===== src/rtl/sha256_msg_sched.sv =====
// SHA-256 message schedule generator: loads a 16-word block, then streams W[0..63]
// out of a 16-word sliding window that extends itself with the sigma recurrence.
module sha256_msg_sched (
  input  logic        clk,
  input  logic        rst_n,
  input  logic        in_valid,
  output logic        in_ready,
  input  logic [31:0] in_word,
  output logic        out_valid,
  input  logic        out_ready,
  output logic [31:0] out_word,
  output logic [5:0]  out_idx,
  output logic        out_last
);

  typedef enum logic {LOAD, EMIT} state_t;

  state_t      state, state_nxt;
  logic [3:0]  cnt;
  logic [5:0]  t;
  logic [31:0] win [16];
  logic [31:0] w_next;
  logic        in_fire, out_fire;

  function automatic logic [31:0] sigma0(input logic [31:0] x);
    return {x[6:0], x[31:7]} ^ {x[17:0], x[31:18]} ^ (x >> 3);
  endfunction

  function automatic logic [31:0] sigma1(input logic [31:0] x);
    return {x[16:0], x[31:17]} ^ {x[18:0], x[31:19]} ^ (x >> 10);
  endfunction

  always_ff @(posedge clk or negedge rst_n) begin
    if (!rst_n) state <= LOAD;
    else        state <= state_nxt;
  end

  // Handshake flags depend on state only, so no input reaches an output combinationally.
  always_comb begin
    state_nxt = state;
    in_ready  = 1'b0;
    out_valid = 1'b0;
    case (state)
      LOAD: begin
        in_ready = 1'b1;
        if (in_valid && cnt == 4'd15) state_nxt = EMIT;
      end
      EMIT: begin
        out_valid = 1'b1;
        if (out_ready && t == 6'd63) state_nxt = LOAD;
      end
      default: state_nxt = LOAD;
    endcase
    in_fire  = in_valid & in_ready;
    out_fire = out_valid & out_ready;
  end

  // Keeps running past t=47; those words are never shown since only win[0] is output.
  assign w_next = sigma1(win[14]) + win[9] + sigma0(win[1]) + win[0];

  always_ff @(posedge clk or negedge rst_n) begin
    if (!rst_n) begin
      cnt <= 4'd0;
      t   <= 6'd0;
      for (int i = 0; i < 16; i++) win[i] <= 32'd0;
    end else if (in_fire) begin
      for (int i = 0; i < 15; i++) win[i] <= win[i+1];
      win[15] <= in_word;
      cnt     <= (cnt == 4'd15) ? 4'd0 : cnt + 4'd1;
      t       <= 6'd0;
    end else if (out_fire) begin
      for (int i = 0; i < 15; i++) win[i] <= win[i+1];
      win[15] <= w_next;
      t       <= (t == 6'd63) ? 6'd0 : t + 6'd1;
    end
  end

  assign out_word = win[0];
  assign out_idx  = t;
  assign out_last = (t == 6'd63);

endmodule


===== config.mk =====
export PLATFORM = sky130hd
export DESIGN_NAME = sha256_msg_sched
export DESIGN_NICKNAME = d
export VERILOG_FILES = /design/src/rtl/sha256_msg_sched.sv
export SDC_FILE = /design/constraint.sdc
export NUM_CORES = 1
export LEC_CHECK = 0
export CORE_MARGIN = 2
export CORE_UTILIZATION = 49
export CTS_BUF_LIST = sky130_fd_sc_hd__clkbuf_4
export DETAILED_ROUTE_END_ITERATION = 7
export PLACE_DENSITY = 0.66
export SETUP_SLACK_MARGIN = 0.2
export SLEW_MARGIN = 15
export SYNTH_ARGS = -nofsm -noshare
export SYNTH_HDL_FRONTEND = slang
export SYNTH_SLANG_ARGS = --single-unit

===== constraint.sdc =====
create_clock -name clk -period 5.6 [get_ports clk]
set_clock_uncertainty 0.2 [all_clocks]
set_input_delay 1.12 -clock clk [delete_from_list [all_inputs] [get_ports clk]]
set_output_delay 1.12 -clock clk [all_outputs]
set_load 0.05 [all_outputs]

==> out/qor.yml <==
run_status:
  outcome: "finished, final reports clean"
floorplanning:
  dieWidth_microns: 226.7
  rows: 81
  core_sq_um: 48950
  die_area_sq_um: 51380
  io_pins: 77
  fp.dieH_microns: 226.7
  start_util_pct: 49.64
setup_path:
  reg2reg_to: "win[23]$_DFFE_PN0P_"
  crit_fanout: 5
  path_class: "register to register"
  worst-endpoint-arrival_ns: 5.08
  critical_path.endpoint: "win[23]$_DFFE_PN0P_"
  crit_family: "adder cells"
  rrSetupSlack_ns: 1.08
  path_buf_inv: 1
  worstPathRequired_ns: 6.17
  cp.depth: 12
  crit_start: "win[62]$_DFFE_PN0P_"
  start_kind: "register"
  slowest_delay_ns: 0.56
  crit_slowest_cell: "fa_1"
  critical_path.cell_chain: "xor2_1 -> xnor2_1 -> fa_1 -> fa_1 -> inv_1 -> ha_1 -> a21oi_1 -> nor2_1 -> or4_1 -> o21ai_2 -> xor2_1 -> o21ai_0"
  r2r-start: "win[62]$_DFFE_PN0P_"
  worst_setup_path_end_kind: "register"
  reg2reg_depth: 12
clock_network:
  cts_tree: "done"
  postCtsSetupBuffers: 0
  postCtsHoldBufs: 0
  path_clk_slew_ns: 0.08
  cts_buffers: 143
  clock_path_buffers: 3
  insertion_delay_ns: 0.95
  clock_sinks: 523
  cts-resized-gates: 0
  htreeDepth: 4
  root_buffer: "clkbuf_4"
synthesis:
  synthesis.nets: 2872
  synth_top_cells_by_count: "1320 x nand2_1, 523 x dfrtp_1, 151 x clkbuf_1"
  yosysMostFrequentCell: "nand2_1"
  synth_seq_cells: 523
  synth_warnings: 0
  yosysTopAreaCell: "dfrtp_1"
  avgSynthCellArea_sq_um: 8.864
  synth_top_cell_area_share_pct: 53.86
  ys_seq_area_share_pct: 53.86
  yosys-top-cells-area: "dfrtp_1 54%, nand2_1 20%, fa_1 5.1%, xnor2_1 3.2%, o21ai_0 2.4%"
  synth_ff_type: "dfrtp_1"
  synth_edf_count: 0
  yosys.cell_types.count: 67
  netlist_area_sq_um: 24300
  async_flop_share_pct: 100.0
  postSynthCellCount: 2741
global_route:
  grt_pass1_wl_microns: 97480
  grt_pass1_vias: 17510
  grt_max_degree: 137
  grt.total_usage_pct: 25.32
  grt_remaining_overflow: 0
  grt_antenna_before_repair: 2
layout:
  seq_area_sq_um: 13090
  area_growth_pct: 11.87
  nets: 2917
  drive_above_1_share_pct: 9.626
  multiInputGateArea_sq_um: 9853
  nFillCells: 4597
place:
  gp_congestion: 0.9456
  dp_hpwl_microns: 42630
  io_buffers: 76
  dp_slack_ns: 1.135
routing:
  wl_per_cell_microns: 17.31
  first_pass_iters: 6
  vias_per_cell: 5.034
  initialDrtViolationCount: 1528
  wl_microns: 61570
  num_vias: 17910
  drc: 0
  detail-route-antenna-nets: 0
flow_run:
  drv_cap: 0
timing:
  max_freq_ghz: 0.2214
  drv_slew: 0
  rsz0062_at_grt: "false"
  setup_viol: 0
  relSlewSlack_pct: 38.06
  fin_ws_ns: 1.084
  min_period_over_period_pct: 80.65
  min_period_ns: 4.516
  worst_pin_slew_ns: 0.9290
  hold_violations: 0
  setup_tns_ns: 0
hold_path:
  hold_class: "input pin to asynchronous set/reset pin"
logic make-up after synthesis:
logic type	count (synthesis)	synth area share, %
simple gates	1400	22.10
buf+inv	326	5.654
flops	523	53.86
fa+ha+maj	95	6.808
compound gates	251	6.303
xor+xnor	144	5.191
mux	2	0.08240
how the worst min path moves through the flow:
| stage | cells past startpoint | start | to | slack (ns) |
|---|---|---|---|---|
| floorplan | 2 | win[100]$_DFFE_PN0P_ | win[100]$_DFFE_PN0P_ | 0.24 |
| global placement | 2 | win[312]$_DFFE_PN0P_ | win[312]$_DFFE_PN0P_ | 0.25 |
| detailed placement | 2 | win[85]$_DFFE_PN0P_ | win[117]$_DFFE_PN0P_ | 0.25 |
| CTS | 1 | rst_n | win[376]$_DFFE_PN0P_ | 0.005 |
| global route | 1 | rst_n | win[478]$_DFFE_PN0P_ | 0.05 |
| finish | 1 | rst_n | win[376]$_DFFE_PN0P_ | 0.07 |
cell usage in the layout, fill, tap and decap left out, types with 3 or more instances in the layout:
cell type and instances:
nand2_1 1319, dfrtp_1 523, clkbuf_4 214, inv_1 125
o21ai_0 116, xnor2_1 89, clkdlybuf4s50_1 75, fa_1 62
xor2_1 55, a21oi_1 49, nor2_1 37, ha_1 33
a21o_1 19, clkinv_1 18, buf_4 15, a31oi_1 13
buf_12 10, nand4_1 9, nand3_1 7, a22oi_1 6
inv_2 6, diode_2 5, o22ai_1 5, nor2b_1 4
or3_1 4, bufinv_16 4, a21oi_2 3, a211oi_1 3
o211ai_1 3, o21a_1 3, o21ai_1 3, a311oi_1 3
flip-flops by register name (all words and copies together), names as in the netlist:
signal,flops
out_word,32
out_idx,6
cnt,4
win,480
state,1
per-stage QoR:
step / utilization [%] / instance area, sq um / hold slack (ns) / instances
global route: 55.53 / 27180 / 0.04834 / 3557
floorplan: - / 24300 / 0.2386 / 2741
finish: 55.53 / 27180 / 0.07174 / 3557
global placement: 51.72 / 25320 / 0.2482 / 3305
CTS: 55.50 / 27170 / 0.004968 / 3552
detailed placement: 51.72 / 25320 / 0.2538 / 3305
layer usage:
layer,vias up,part of all wire [%],GRT usage [%]
li1,8586,-,-
met1,8738,45,35.17
met2,482,46,37.60
met3,99,6.5,7.360
met4,0,2.7,9.635
met5,-,0,0
final cells by class:
cell class                      count  area share (%)
Sequential cell                   523           48.15
Clock buffer                      214           5.910
Tap cell                          664           3.056
Multi-Input combinational cell   1892           36.25
Clock inverter                     33          0.8976
Antenna cell                        5         0.04603
Inverter                          125           1.726
Timing Repair Buffer              101           3.968
Power is left out: the tool's default activity adds up to more than one toggle a clock period on the data nets, which glitch-free logic cannot reach.
